===== config.mk =====
export PLATFORM = sky130hd
export DESIGN_NAME = fib_reverse_walker_flat
export DESIGN_NICKNAME = d
export VERILOG_FILES = /design/src/rtl/fib_reverse_walker_pkg.sv /design/src/rtl/fib_reverse_walker_if.sv /design/src/rtl/fib_reverse_walker_rsub_ripple.sv /design/src/rtl/fib_reverse_walker.sv /design/src/flat_wrapper.sv
export SDC_FILE = /design/constraint.sdc
export NUM_CORES = 1
export LEC_CHECK = 0
export CAP_MARGIN = 10
export CORE_ASPECT_RATIO = 0.8
export CORE_MARGIN = 2
export CORE_UTILIZATION = 58
export CTS_CLUSTER_SIZE = 16
export DETAILED_ROUTE_END_ITERATION = 6
export GPL_TIMING_DRIVEN = 0
export PLACE_DENSITY = 0.88
export SETUP_SLACK_MARGIN = 0.1
export SYNTH_ARGS = -nofsm -noshare
export SYNTH_HDL_FRONTEND = slang
export SYNTH_SLANG_ARGS = --single-unit

===== constraint.sdc =====
create_clock -name clk -period 18.8 [get_ports clk]
set_clock_uncertainty 0.2 [all_clocks]
set_input_delay 1.88 -clock clk [delete_from_list [all_inputs] [get_ports clk]]
set_output_delay 1.88 -clock clk [all_outputs]
set_load 0.05 [all_outputs]

===== src/rtl/fib_reverse_walker_pkg.sv =====
// Shared definitions for the Fibonacci reverse walker: state encoding,
// seed pair and step-counter saturation helper.
package fib_reverse_walker_pkg;

  localparam int unsigned WIDTH_DEF = 16;
  localparam int unsigned IDX_W_DEF = 5;

  localparam int unsigned SEED_A = 0;
  localparam int unsigned SEED_B = 1;

  typedef enum logic [1:0] {
    ST_IDLE = 2'd0,
    ST_WALK = 2'd1,
    ST_FIN  = 2'd2
  } state_t;

  // All-ones value of a w-bit step counter; reaching it aborts the walk.
  function automatic int unsigned idx_sat(input int unsigned w);
    return (32'd1 << w) - 32'd1;
  endfunction

endpackage


===== src/rtl/fib_reverse_walker_if.sv =====
// Request/result bundle between a client and the Fibonacci reverse walker.
interface fib_reverse_walker_if
  import fib_reverse_walker_pkg::*;
#(
  parameter int unsigned WIDTH = WIDTH_DEF,
  parameter int unsigned IDX_W = IDX_W_DEF
);

  logic             start;
  logic [WIDTH-1:0] a;
  logic [WIDTH-1:0] b;
  logic             busy;
  logic             done;
  logic             valid;
  logic [IDX_W-1:0] index;

  modport master (
    output start, a, b,
    input  busy, done, valid, index
  );

  modport slave (
    input  start, a, b,
    output busy, done, valid, index
  );

endinterface


===== src/rtl/fib_reverse_walker_rsub_ripple.sv =====
// WIDTH-bit ripple subtractor, diff = x - y, built from full-subtractor cells.
module rsub_ripple #(
  parameter int unsigned WIDTH = 16
) (
  output logic [WIDTH-1:0] diff,
  output logic             borrow,
  input  logic [WIDTH-1:0] x,
  input  logic [WIDTH-1:0] y
);

  logic [WIDTH:0] bw;

  assign bw[0] = 1'b0;

  // Borrow ripples from LSB upward; final borrow set means y > x.
  for (genvar i = 0; i < int'(WIDTH); i++) begin : g_cell
    assign diff[i]  = x[i] ^ y[i] ^ bw[i];
    assign bw[i+1]  = (~x[i] & y[i]) | (~(x[i] ^ y[i]) & bw[i]);
  end

  assign borrow = bw[WIDTH];

endmodule


===== src/rtl/fib_reverse_walker.sv =====
// Walks a candidate Fibonacci pair back to the seed (0,1) and reports
// whether it lies on the standard sequence together with the index of B.
module fib_reverse_walker
  import fib_reverse_walker_pkg::*;
#(
  parameter int unsigned WIDTH = WIDTH_DEF,
  parameter int unsigned IDX_W = IDX_W_DEF
) (
  input  logic                 clk,
  input  logic                 rst_n,
  fib_reverse_walker_if.slave  bus
);

  localparam logic [IDX_W-1:0] STEPS_SAT = IDX_W'(idx_sat(IDX_W));
  localparam logic [WIDTH-1:0] SEED_A_W  = WIDTH'(SEED_A);
  localparam logic [WIDTH-1:0] SEED_B_W  = WIDTH'(SEED_B);

  state_t           state_q;
  logic [WIDTH-1:0] a_q;
  logic [WIDTH-1:0] b_q;
  logic [IDX_W-1:0] steps_q;
  logic             busy_q;
  logic             done_q;
  logic             valid_q;
  logic [IDX_W-1:0] index_q;

  logic [WIDTH-1:0] diff;
  logic             borrow;
  logic             at_seed;
  logic             bad_pair;

  // b - a; borrow flags a > b so a wrapped step is never committed.
  rsub_ripple #(.WIDTH(WIDTH)) u_rsub (
    .diff   (diff),
    .borrow (borrow),
    .x      (b_q),
    .y      (a_q)
  );

  assign at_seed  = (a_q == SEED_A_W) && (b_q == SEED_B_W);
  assign bad_pair = (b_q == '0) || (a_q == '0) || borrow;

  always_ff @(posedge clk or negedge rst_n) begin
    if (!rst_n) begin
      state_q <= ST_IDLE;
      a_q     <= '0;
      b_q     <= '0;
      steps_q <= '0;
      busy_q  <= 1'b0;
      done_q  <= 1'b0;
      valid_q <= 1'b0;
      index_q <= '0;
    end else begin
      case (state_q)
        ST_IDLE: begin
          done_q <= 1'b0;
          if (bus.start) begin
            a_q     <= bus.a;
            b_q     <= bus.b;
            steps_q <= '0;
            valid_q <= 1'b0;
            index_q <= '0;
            busy_q  <= 1'b1;
            state_q <= ST_WALK;
          end
        end
        ST_WALK: begin
          if (at_seed) begin
            valid_q <= 1'b1;
            index_q <= steps_q + IDX_W'(1);
            busy_q  <= 1'b0;
            done_q  <= 1'b1;
            state_q <= ST_FIN;
          end else if (bad_pair || (steps_q == STEPS_SAT)) begin
            valid_q <= 1'b0;
            index_q <= '0;
            busy_q  <= 1'b0;
            done_q  <= 1'b1;
            state_q <= ST_FIN;
          end else begin
            a_q     <= diff;
            b_q     <= a_q;
            steps_q <= steps_q + IDX_W'(1);
          end
        end
        ST_FIN: begin
          done_q  <= 1'b0;
          state_q <= ST_IDLE;
        end
        default: begin
          busy_q  <= 1'b0;
          done_q  <= 1'b0;
          state_q <= ST_IDLE;
        end
      endcase
    end
  end

  assign bus.busy  = busy_q;
  assign bus.done  = done_q;
  assign bus.valid = valid_q;
  assign bus.index = index_q;

endmodule


===== src/flat_wrapper.sv =====
// flat-port wrapper written by rule: the top's interface ports become plain ports
module fib_reverse_walker_flat import fib_reverse_walker_pkg::*;
#(
  parameter int unsigned WIDTH = WIDTH_DEF,
  parameter int unsigned IDX_W = IDX_W_DEF
)
  (clk, rst_n, bus_start, bus_a, bus_b, bus_busy, bus_done, bus_valid, bus_index);
  fib_reverse_walker_if #(.WIDTH(WIDTH), .IDX_W(IDX_W)) bus_i ();
  input  logic clk;
  input  logic rst_n;
  input wire logic [$bits(bus_i.start)-1:0] bus_start;
  input wire logic [$bits(bus_i.a)-1:0] bus_a;
  input wire logic [$bits(bus_i.b)-1:0] bus_b;
  output wire logic [$bits(bus_i.busy)-1:0] bus_busy;
  output wire logic [$bits(bus_i.done)-1:0] bus_done;
  output wire logic [$bits(bus_i.valid)-1:0] bus_valid;
  output wire logic [$bits(bus_i.index)-1:0] bus_index;
  assign bus_i.start = bus_start;
  assign bus_i.a = bus_a;
  assign bus_i.b = bus_b;
  assign bus_busy = bus_i.busy;
  assign bus_done = bus_i.done;
  assign bus_valid = bus_i.valid;
  assign bus_index = bus_i.index;
  fib_reverse_walker #(.WIDTH(WIDTH), .IDX_W(IDX_W)) u_core (.clk(clk), .rst_n(rst_n), .bus(bus_i));
endmodule

---- Yosys cells after proc, flatten, opt, wreduce, memory -nomap -nowiden ----
Cells that the tools add are included.
word-level totals
  memories kept ........................... 0
  RAM bits ................................ 0
  output and inout bits ................... 8
  memory bits (read-only) ................. 0
  bits in latches ......................... 0
  input port bits ......................... 35
  bits in registers ....................... 47
operators by class
  $add $sub $neg .......................... 1
  eq/ne operators ......................... 8
  shifts and indexed selects .............. 0
  reduce and logical (&&, ||, !) cells .... 12
  div/mod/pow operators ................... 0
  multiply operators ...................... 0
  bitwise operators ....................... 109
  multiplexer cells ....................... 29
  order comparisons ....................... 0
operator list
  kind                   number
  $mux W16               6
  $pmux W16 S2           2
  $logic_not A16 Y1      2
  $not A1 Y1             32
  $and A1 B1 Y1          31
  $xor A1 B1 Y1          31
  $mux W5                5
  $pmux W5 S2            2
  $eq A16 B1 Y1 const B  1
  $or A1 B1 Y1           15
  $mux W1                8
  $mux W2                3
  $ne A2 B2 Y1 const B   3
  $reduce_and A3 Y1      2
  $add A5 B1 Y5 const B  1
  $eq A5 B5 Y1 const B   1
  $pmux W2 S2            1
  $reduce_and A4 Y1      1
  $logic_or A1 B1 Y1     3
  $ne A3 B1 Y1 const B   1
  $pmux W1 S3            1
  $eq A2 B1 Y1 const B   1
  $eq A2 B2 Y1 const B   1
  $logic_not A2 Y1       1
  4 further kinds        4

---- Longest topological paths before layout ----
Gate-level depths: netlist of the first run.
  word-level depth ........................ 37
  gate-level depth with buffers ........... 24
  mapped depth without buffers ............ 23

---- Modules after synthesis ----
Synthesis of the first run repeated with hierarchy kept, for this count alone.
unflattened totals
  cell total of the unflattened synthesis .. 267
  area, all modules ....................... 2924.1 µm²
modules (own cells, without submodules)
  module              area an instance (µm²)  instances  sequential area each (µm²)  cells each
  fib_reverse_walker  2483.6                  1          1176.1                      217
  rsub_ripple         440.4                   1          0.0                         50

---- Worst setup path before layout of the first run ----
Ideal clock, no wire load.
  kind .................................... register -> register
  start ................................... register u_core.b_q[0]
  end ..................................... register u_core.a_q[11]
  stages on the path, launching flop included .. 25
  clock period less this slack ............ 8570 ps
  required time ........................... 18475 ps
  arrival time ............................ 8245 ps
  slack ................................... 10230 ps
  path buffers ............................ 1
  path through ............................ dfrtp_1 > inv_1 > ha_1 > fa_1 > fa_1 > fa_1 > fa_1 > fa_1 > fa_1 > fa_1 > fa_1 > fa_1 > fa_1 > fa_1 > fa_1 > fa_1 > fa_1 > inv_1 > fa_1 > nand2b_1 > a41oi_1 > o21ai_2 > a21oi_2 > buf_6 > mux2_4
on the way
  word-level cells in the longest chain between the ends .. 36
RTL lines
  item                                line                                  RTL
  start, declared                     fib_reverse_walker.sv:20              logic [WIDTH-1:0] b_q;
  start signal, assigned              fib_reverse_walker.sv:59              b_q <= bus.b;
  start signal, assigned              fib_reverse_walker.sv:82              b_q <= a_q;
  $not A1 Y1                          fib_reverse_walker_rsub_ripple.sv:18  assign bw[i+1] = (~x[i] & y[i]) | (~(x[i] ^ y[i]) & bw[i]);
  $and A1 B1 Y1 (2 in a row)          fib_reverse_walker_rsub_ripple.sv:18
  $or A1 B1 Y1                        fib_reverse_walker_rsub_ripple.sv:18
  $and A1 B1 Y1                       fib_reverse_walker_rsub_ripple.sv:18
  $or A1 B1 Y1                        fib_reverse_walker_rsub_ripple.sv:18
  $and A1 B1 Y1                       fib_reverse_walker_rsub_ripple.sv:18
  $or A1 B1 Y1                        fib_reverse_walker_rsub_ripple.sv:18
  $and A1 B1 Y1                       fib_reverse_walker_rsub_ripple.sv:18
  [19 not listed]                     --
  $and A1 B1 Y1                       fib_reverse_walker_rsub_ripple.sv:18
  $or A1 B1 Y1                        fib_reverse_walker_rsub_ripple.sv:18
  $and A1 B1 Y1                       fib_reverse_walker_rsub_ripple.sv:18
  $or A1 B1 Y1                        fib_reverse_walker_rsub_ripple.sv:18
  $logic_or A1 B1 Y1                  fib_reverse_walker.sv:41              assign bad_pair = (b_q == '0) || (a_q == '0) || borrow;
  $logic_or A1 B1 Y1                  fib_reverse_walker.sv:74              end else if (bad_pair || (steps_q == STEPS_SAT)) begin
  $ne A2 B2 Y1 (no source line)       --
  $reduce_and A4 Y1 (no source line)  --
  end signal, assigned                fib_reverse_walker.sv:58              a_q <= bus.a;
  end signal, assigned                fib_reverse_walker.sv:81              a_q <= diff;
  end, declared                       fib_reverse_walker.sv:19              logic [WIDTH-1:0] a_q;
Several ways; a longest one is shown, not always the timed one. The select of a mux whose other input is x is not followed.
A chain may end at the register's enable or synchronous reset.

---- Worst setup path after layout of the first run ----
Ends and elaborated chain as after synthesis.

==> results.cfg, run 1 <==
[power]
power.density_nw_per_um2 = 187
leakagePower_uw = 0.00149
irDropWorstVdd_mv = 0.100

[final_layout]
fin_util_pct = 72.6
n_antenna_cell = 0
nFillCells = 333
syn2layout_area_growth_pct = 22.0
nNetsFinal = 348
stdcell_count = 356
drive_gt1_share_pct = 9.12

[critical_path]
crit_arrival_ns = 9.19
r2r_cells = 24
worst_ep_required_time_ns = 18.80
slowest_delay_ns = 0.48
rrSetupSlack_ns = 9.62
crit-reg2reg-capture = u_core.a_q[11]
path_class = flop to flop
critPathCaptureType = flop
worstSetupStartpointType = flop
crit_start = u_core.b_q[0]
path_max_fanout = 10
crit_path_end = u_core.a_q[11]
cp_cell_sequence = inv_1, ha_1, fa_1, fa_1, fa_1, fa_1, fa_1, fa_1, fa_1, fa_1, fa_1, fa_1, fa_1, fa_1, fa_1, fa_1, inv_1, fa_1, nand2b_1, a41oi_1, o21ai_2, a21oi_2, buf_6, mux2_4
cp_common_cell = fa_1
reg2reg_from = u_core.b_q[0]
crit_slowest_cell = fa_1

[flow_run]
drv_cap = 0

[cts]
tritoncts = done
cts_max_path_buffers = 2
holdBufCountCts = 0
cts_root_buf = clkbuf_8
clk_pin_slew_ns = 0.08
cts_buffers = 5
cts-resized-gates = 0
h-tree-depth = 2
cts_setup_buffers = 0
clock_latency_ns = 0.31
cts_num_sinks = 47

[logic_synthesis]
synth_area_leader_cell = dfrtp_1
synth_enable_flop_cells = 0
synthArstFlopShare_pct = 100
yosys_warnings = 0
synth_fp_nets = 298
synthCells = 245
seq_area_frac_synth_pct = 43.8
avgSynthCellArea_um2 = 11.0
yosys-top-cells-area = dfrtp_1 (44%), fa_1 (11%), mux2i_1 (10%)
synth_top_area_share_pct = 43.8
syn_area_um2 = 2690
synth_top_flop_cell = dfrtp_1
synth_cell_types = 36
ys_ff_latch = 47

[floorplan]
rows = 22
ioPinCount = 43
dieWidth_um = 80.1
core_um2 = 4510
die_area_um2 = 5200
die_h_um = 64.9
initial_core_util_pct = 59.5

[grt]
grt_pass1_wl_um = 9490
grt_pass1_vias = 1930
grt_usage_pct = 24.9
grt_max_degree = 37
gr-total-overflow = 0
antenna_found_initial = 0

[placed_design]
place_ws_ns = 9.65
placed_cells = 348
place_congestion = 0.836
dp_hpwl_um = 4470
io_buffers = 42

[sta]
tightest_slew_ns = 0.800
drv_slew = 0
layout_min_cycle_time_ns = 9.18
relSlewSlack_pct = 46.7
setup_ws_ns = 9.62
tns_ns = 0
fin_crit_sh_pct = 48.8
timing.fmax_mhz = 109
setup_viol = 0
rsz0062_at_grt = no
final-hold-violation-count = 0

[detailed_routing]
drt_pre_antenna_iters = 4
vias_per_cell = 5.66
drc_errors = 0
route.vias.total = 2015
totalWireLength_um = 5910
ant_nets = 0
wire_per_inst_um = 16.6
dr.first_iter.drc_count = 161

[outcome]
status = completed

[worst_hold_path]
hold_path.class = flop to flop
[how the worst min path moves through the flow]
stage                                      to                 from  slack, ns  depth (start not counted)
after CTS                 u_core.bus.index[1]  u_core.bus.index[1]       0.30                          1
after global routing      u_core.bus.index[1]  u_core.bus.index[1]       0.31                          1
after detailed placement  u_core.bus.index[1]  u_core.bus.index[1]       0.27                          1
after global placement    u_core.bus.index[1]  u_core.bus.index[1]       0.27                          1
after floorplan               u_core.bus.busy    u_core.state_q[0]       0.28                          1
final                     u_core.bus.index[1]  u_core.bus.index[1]       0.29                          1
[state kept, by name, indices dropped and copies added, names as in the netlist]
signal            flops
u_core.b_q           16
u_core.steps_q        5
u_core.bus.valid      1
u_core.bus.index      5
u_core.state_q        2
u_core.bus.busy       1
u_core.a_q           16
u_core.bus.done       1
[stage by stage]
step                      power (uW)  cell area, um^2  hold slack, ns
after floorplan                  454             2690           0.282
after global placement           530             3180           0.272
after detailed placement         549             3200           0.273
after CTS                        613             3280           0.296
after global routing             663             3280           0.314
final                            613             3280           0.290
[critical path, delay by kind of cell, from the launching register on]
kind | cells | cell delay, ns
AND/OR/NAND/NOR | 1 | 0.06
flip-flops | 1 | 0.38
buffers and inverters | 3 | 0.39
multiplexers | 1 | 0.31
adder cells (fa/ha/maj) | 16 | 6.96
AO/OA/AOI/OAI | 3 | 0.76
[cell usage after synthesis, types with 2 or more instances]
master,count
buf_4,2
nand3_1,7
mux2i_1,28
o311ai_0,4
nor2_1,13
o21ai_0,13
buf_2,2
mux2_2,2
mux2_4,10
inv_1,28
ha_1,3
nand2_1,20
clkbuf_1,7
o211ai_1,2
fa_1,15
dfrtp_1,47
or4_1,2
a21oi_1,10
nand3b_1,2
nor4_1,8
o2bb2ai_1,5
[area by class of cell]
type	instances	area, um^2	share of cell area (%)
well taps	60	75.1	2.29
flip-flops and latches	47	1180	35.9
inverters	28	105	3.21
repair buffers	43	435	13.3
clock inverters	1	5.00	0.153
clock buffers	7	76.3	2.33
multi-input cells	158	1340	41.0
plain buffers	12	62.6	1.91
[report_power, final]
part           total [uW]  switching [uW]  internal, uW
combinational         362             193           170
clock                60.2            34.0          26.2
sequential            190            43.2           147
[kinds of logic (layout without fill, tap and decap cells)]
kind of cell / Yosys count / after routing / synth area share (%)
XOR/XNOR: 2 / 2 / 0.652
AND/OR/NAND/NOR: 58 / 58 / 10.2
adder cells (fa/ha/maj): 18 / 18 / 12.6
AO/OA/AOI/OAI: 40 / 40 / 9.64
multiplexers: 40 / 40 / 16.9
buffers and inverters: 40 / 91 / 6.24
flip-flops: 47 / 47 / 43.8
[layer usage]
layer | global-route usage (%) | wire length [um] | vias to the layer above
met3 | 4.04 | 350 | 11
met4 | 11.2 | 125 | 0
met1 | 36.6 | 2710 | 996
met5 | 0 | 0 | -
met2 | 36.6 | 2720 | 65
li1 | - | - | 943
[placed cells by master (no fill, tap or decap), types with 4 or more instances in the layout]
master,Yosys,layout
clkdlybuf4s50_1,0,41
o21ai_0,13,13
clkbuf_8,0,5
nor2_1,13,13
inv_1,28,28
mux2_4,10,10
o2bb2ai_1,5,5
mux2i_1,28,28
a21oi_1,10,10
nand2_1,20,20
fa_1,15,15
dfrtp_1,47,47
nand3_1,7,7
o311ai_0,4,4
clkbuf_1,7,9
nor4_1,8,8
Note: power is estimated with default switching activity, not from simulation.
==> run 2: changes to the inputs <==
- CORE_UTILIZATION: 58 -> 48
- PLACE_DENSITY: 0.88 -> 0.79
- clock period: 18.8 -> 7.8 ns (I/O delays scaled with it)
==> results.cfg, run 2 (synthesized netlist as in run 1, its figures left out) <==
[sta]
timing.fmax_mhz = 129
layout_min_cycle_time_ns = 7.75
rsz0062_at_grt = yes
tns_ns = 0
whs_ns = 0.106
drv_slew = 0
fin_crit_sh_pct = 99.3
relSlewSlack_pct = 44.9
tightest_slew_ns = 0.826
setup_viol = 0
final-hold-violation-count = 0
setup_ws_ns = 0.0549

[final_layout]
nFillCells = 419
reg.largest.list = u_core.a_q x16, u_core.b_q x16
n_antenna_cell = 0
drive_gt1_share_pct = 20.5
syn2layout_area_growth_pct = 33.6
final_common_cell = dfrtp_1
final_cell_mix = dfrtp_1 (47), clkdlybuf4s50_1 (41), mux2i_1 (28)
fin_util_pct = 66.0
nNetsFinal = 360

[grt]
gr-total-overflow = 0
grt_pass1_vias = 2185
grt_usage_pct = 23.1
grt_pass1_wl_um = 10900
antenna_found_initial = 0
grt_max_degree = 41

[outcome]
status = completed

[critical_path]
worst_ep_required_time_ns = 7.81
crit_path_end = u_core.a_q[2]
r2r_cells = 24
worstSetupStartpointType = flop
crit-reg2reg-capture = u_core.a_q[2]
crit_start = u_core.a_q[0]
reg2reg_from = u_core.a_q[0]
crit_arrival_ns = 7.76
rrSetupSlack_ns = 0.05
path_class = flop to flop
critPathCaptureType = flop
path_max_fanout = 5

[worst_hold_path]
hold_path.class = input port to async pin

[placed_design]
io_buffers = 42
place_ws_ns = -0.344
dp_hpwl_um = 4530
place_congestion = 0.818

[cts]
cts_buffers = 5
cts_num_sinks = 47
h-tree-depth = 2
clk_pin_slew_ns = 0.09
holdBufCountCts = 0
cts_max_path_buffers = 2
cts_root_buf = clkbuf_8
clock_latency_ns = 0.32
tritoncts = done

[detailed_routing]
ant_nets = 0
wire_per_inst_um = 17.9
drc_errors = 0
drt_pre_antenna_iters = 4
vias_per_cell = 5.55
dr.first_iter.drc_count = 139
totalWireLength_um = 6920
route.vias.total = 2143

[power]
seqPwrFrac_pct = 26.5
leakagePower_uw = 0.00159
irDropWorstVdd_mv = 0.234
power_frac_clock_pct = 9.7
switchingPower_uw = 745
p_comb_share_pct = 63.8
power.density_nw_per_um2 = 486
p_int_uw = 1000
switching_share_pct = 42.7

[floorplan]
dieWidth_um = 87.6
die_h_um = 70.9
core_um2 = 5440
rows = 24
die_area_um2 = 6210
ioPinCount = 43
initial_core_util_pct = 49.4

[flow_run]
drv_cap = 0
==> run 2: critical path: stages, from the launching register on <==
cell and delay (ns):
dfrtp_1 0.42, ha_4 0.18, fa_2 0.37, fa_2 0.41, fa_2 0.38, fa_2 0.37
fa_2 0.37, fa_2 0.37, fa_2 0.38, fa_2 0.39, fa_2 0.38, fa_2 0.41
fa_2 0.38, fa_2 0.37, fa_2 0.39, fa_2 0.41, inv_2 0.07, fa_2 0.18
nand2b_1 0.06, a41oi_2 0.19, o21ai_2 0.14, a21oi_4 0.24, buf_4 0.15, buf_4 0.09
mux2_2 0.32
==> run 2: cell type report <==
class / instances / area (um^2) / share of cell area (%)
buffer: 12 / 91.3 / 2.54
sequential: 47 / 1180 / 32.8
tap: 78 / 97.6 / 2.72
timing repair buffer: 55 / 578 / 16.1
multi-input combinational: 158 / 1440 / 40.2
clock buffer: 8 / 100 / 2.79
inverter: 28 / 105 / 2.93
==> run 2: power by group through the flow <==
stage	sequential [uW]	clock [uW]	combinational, uW
floorplan	446	0	673
global placement	455	0	861
detailed placement	460	0	897
CTS	453	167	1010
global route	476	179	1220
finish	462	169	1110
==> run 2: timing repair <==
| action | in CTS | in global routing |
|---|---|---|
| setup endpoints to repair | 44 | 42 |
| pin swaps | 12 | 2 |
| cloned | 1 | 1 |
| endpoints found under the hold margin | 0 | 0 |
| resized for setup | 9 | 22 |
| buffers inserted | 9 | 1 |
==> run 2: worst min path at each step <==
| stage | start | end | slack (ns) |
|---|---|---|---|
| finish | rst_n | u_core.a_q[12] | 0.11 |
| global route | rst_n | u_core.a_q[12] | 0.1 |
| CTS | rst_n | u_core.a_q[12] | 0.11 |
| detailed placement | u_core.bus.index[1] | u_core.bus.index[1] | 0.28 |
| global placement | u_core.bus.index[1] | u_core.bus.index[1] | 0.27 |
| floorplan | rst_n | u_core.a_q[0] | 0.28 |
==> run 2: per-layer routing <==
| layer | part of all wire, % | GRT usage, % |
|---|---|---|
| met3 | 7.0 | 5.60 |
| met4 | 1.5 | 4.62 |
| met2 | 48 | 34.7 |
| met1 | 44 | 34.6 |
| met5 | 0 | 0 |
==> run 2: metrics by stage <==
stage / std cells / cell area [um^2] / power (uW)
floorplan: 245 / 2730 / 1120
global placement: 365 / 3240 / 1320
detailed placement: 366 / 3260 / 1360
CTS: 384 / 3490 / 1630
global route: 386 / 3590 / 1880
finish: 386 / 3590 / 1750
==> run 3: changes to the inputs <==
- CORE_ASPECT_RATIO: 0.8 -> 1.4
==> results.cfg, run 3 (synthesized netlist as in run 1, its figures left out) <==
[grt]
antenna_found_initial = 0
grt_pass1_wl_um = 9830
grt_max_degree = 33
gr-total-overflow = 0
grt_usage_pct = 21.4
grt_pass1_vias = 2069

[detailed_routing]
drc_errors = 0
drt_pre_antenna_iters = 4
ant_nets = 0
dr.first_iter.drc_count = 105
route.vias.total = 2050
wire_per_inst_um = 17.5
vias_per_cell = 5.45
totalWireLength_um = 6570

[cts]
cts_max_path_buffers = 2
cts_buffers = 5
cts_num_sinks = 47
holdBufCountCts = 0
cts_root_buf = clkbuf_8
tritoncts = done
clk_pin_slew_ns = 0.09
h-tree-depth = 2
clock_latency_ns = 0.31

[worst_hold_path]
hold_path.class = input port to async pin

[sta]
layout_min_cycle_time_ns = 7.71
relSlewSlack_pct = 48.0
rsz0062_at_grt = yes
drv_slew = 0
setup_viol = 0
tightest_slew_ns = 0.779
fin_crit_sh_pct = 98.9
final-hold-violation-count = 0
timing.fmax_mhz = 130

[placed_design]
place_congestion = 0.816
placed_cells = 356
dp_hpwl_um = 4400
io_buffers = 42

[power]
switchingPower_uw = 722
irDropWorstVdd_mv = 0.283
power_frac_clock_pct = 8.4
seqPwrFrac_pct = 26.8
switching_share_pct = 42.2
finalPower_uw = 1710
p_comb_share_pct = 64.8
p_int_uw = 988
leakagePower_uw = 0.00157
power.density_nw_per_um2 = 479

[critical_path]
crit_start = u_core.b_q[0]
crit-reg2reg-capture = u_core.a_q[2]
r2r_cells = 25
crit_slowest_cell = fa_2
path_depth = 25
rrSetupSlack_ns = 0.09
path_class = flop to flop
cp_common_cell = fa_2
critPathCaptureType = flop
worstSetupStartpointType = flop
crit_arrival_ns = 7.71
path_max_fanout = 4
crit_family = adder cells
critPathBufInv = 4
slowest_delay_ns = 0.41
worst_ep_required_time_ns = 7.80
reg2reg_from = u_core.b_q[0]
crit_path_end = u_core.a_q[2]

[floorplan]
die_h_um = 92.5
initial_core_util_pct = 49.3
die_area_um2 = 6220
rows = 32
ioPinCount = 43
dieWidth_um = 67.2
core_um2 = 5450

[final_layout]
nFillCells = 437
final_common_cell = dfrtp_1
reg.largest.list = u_core.a_q x16, u_core.b_q x16
stdcell_count = 376
n_antenna_cell = 0
syn2layout_area_growth_pct = 32.9
drive_gt1_share_pct = 20.1
final_cell_mix = dfrtp_1 (47), clkdlybuf4s50_1 (41), mux2i_1 (27)
nNetsFinal = 360

[flow_run]
drv_cap = 0

[outcome]
status = completed
## run 3: timing repair
item / CTS / global route
gates cloned: 1 / 1
gates resized for setup: 11 / 18
endpoints found under the setup margin: 44 / 44
buffers inserted: 7 / 3
pin swaps: 15 / 2
## run 3: per-stage QoR
stage / worst slack (ns) / utilization (%) / cell area [um^2] / TNS (ns) / hold WS, ns
after floorplan: 0.111 / - / 2730 / 0 / 0.282
after global placement: -0.287 / 59.4 / 3230 / -6.60 / 0.272
after detailed placement: -0.291 / 59.6 / 3250 / -6.50 / 0.277
after CTS: 0.0739 / 63.3 / 3440 / 0 / 0.207
after global routing: -0.137 / 65.6 / 3570 / -2.37 / 0.218
final: 0.0864 / 65.6 / 3570 / 0 / 0.196
## run 3: layout make-up
cell class	instances	area (um^2)	area share [%]
inverter	28	105	2.94
clock buffer	7	76.3	2.14
tap	68	85.1	2.38
multi-input combinational	158	1450	40.7
buffer	12	91.3	2.56
sequential	47	1180	32.9
clock inverter	1	5.00	0.140
timing repair buffer	55	578	16.2
## run 3: worst min-delay path by stage
stage                                to  slack, ns  depth (start not counted)           startpoint
finish                   u_core.a_q[12]       0.20                          1                rst_n
floorplan                 u_core.a_q[0]       0.28                          0                rst_n
detailed placement  u_core.bus.index[1]       0.28                          1  u_core.bus.index[1]
global route             u_core.a_q[12]       0.22                          1                rst_n
global placement    u_core.bus.index[0]       0.27                          1  u_core.bus.index[0]
CTS                      u_core.a_q[12]       0.21                          1                rst_n
## run 3: power groups by stage
stage / clock [uW] / combinational, uW / sequential, uW
after floorplan: 0 / 673 / 446
after global placement: 0 / 856 / 453
after detailed placement: 0 / 877 / 460
after CTS: 146 / 985 / 452
after global routing: 155 / 1220 / 469
final: 144 / 1110 / 459
## run 3: routing by layer
metal  global-route usage [%]  wire length [um]  vias up
li1                         -                 -      967
met1                     27.5              2640     1031
met2                     35.7              3590       42
met3                     3.40               201       10
met4                     8.33               140        0
met5                        0                 0        -
## run 3: worst register-to-register path: cells and delay by family, from the launching register on
family / cells / cell delay (ns)
AO/OA/AOI/OAI: 3 / 0.53
adder cells (fa/ha/maj): 16 / 5.76
flip-flops: 1 / 0.37
multiplexers: 1 / 0.29
AND/OR/NAND/NOR: 1 / 0.06
buffers and inverters: 4 / 0.40
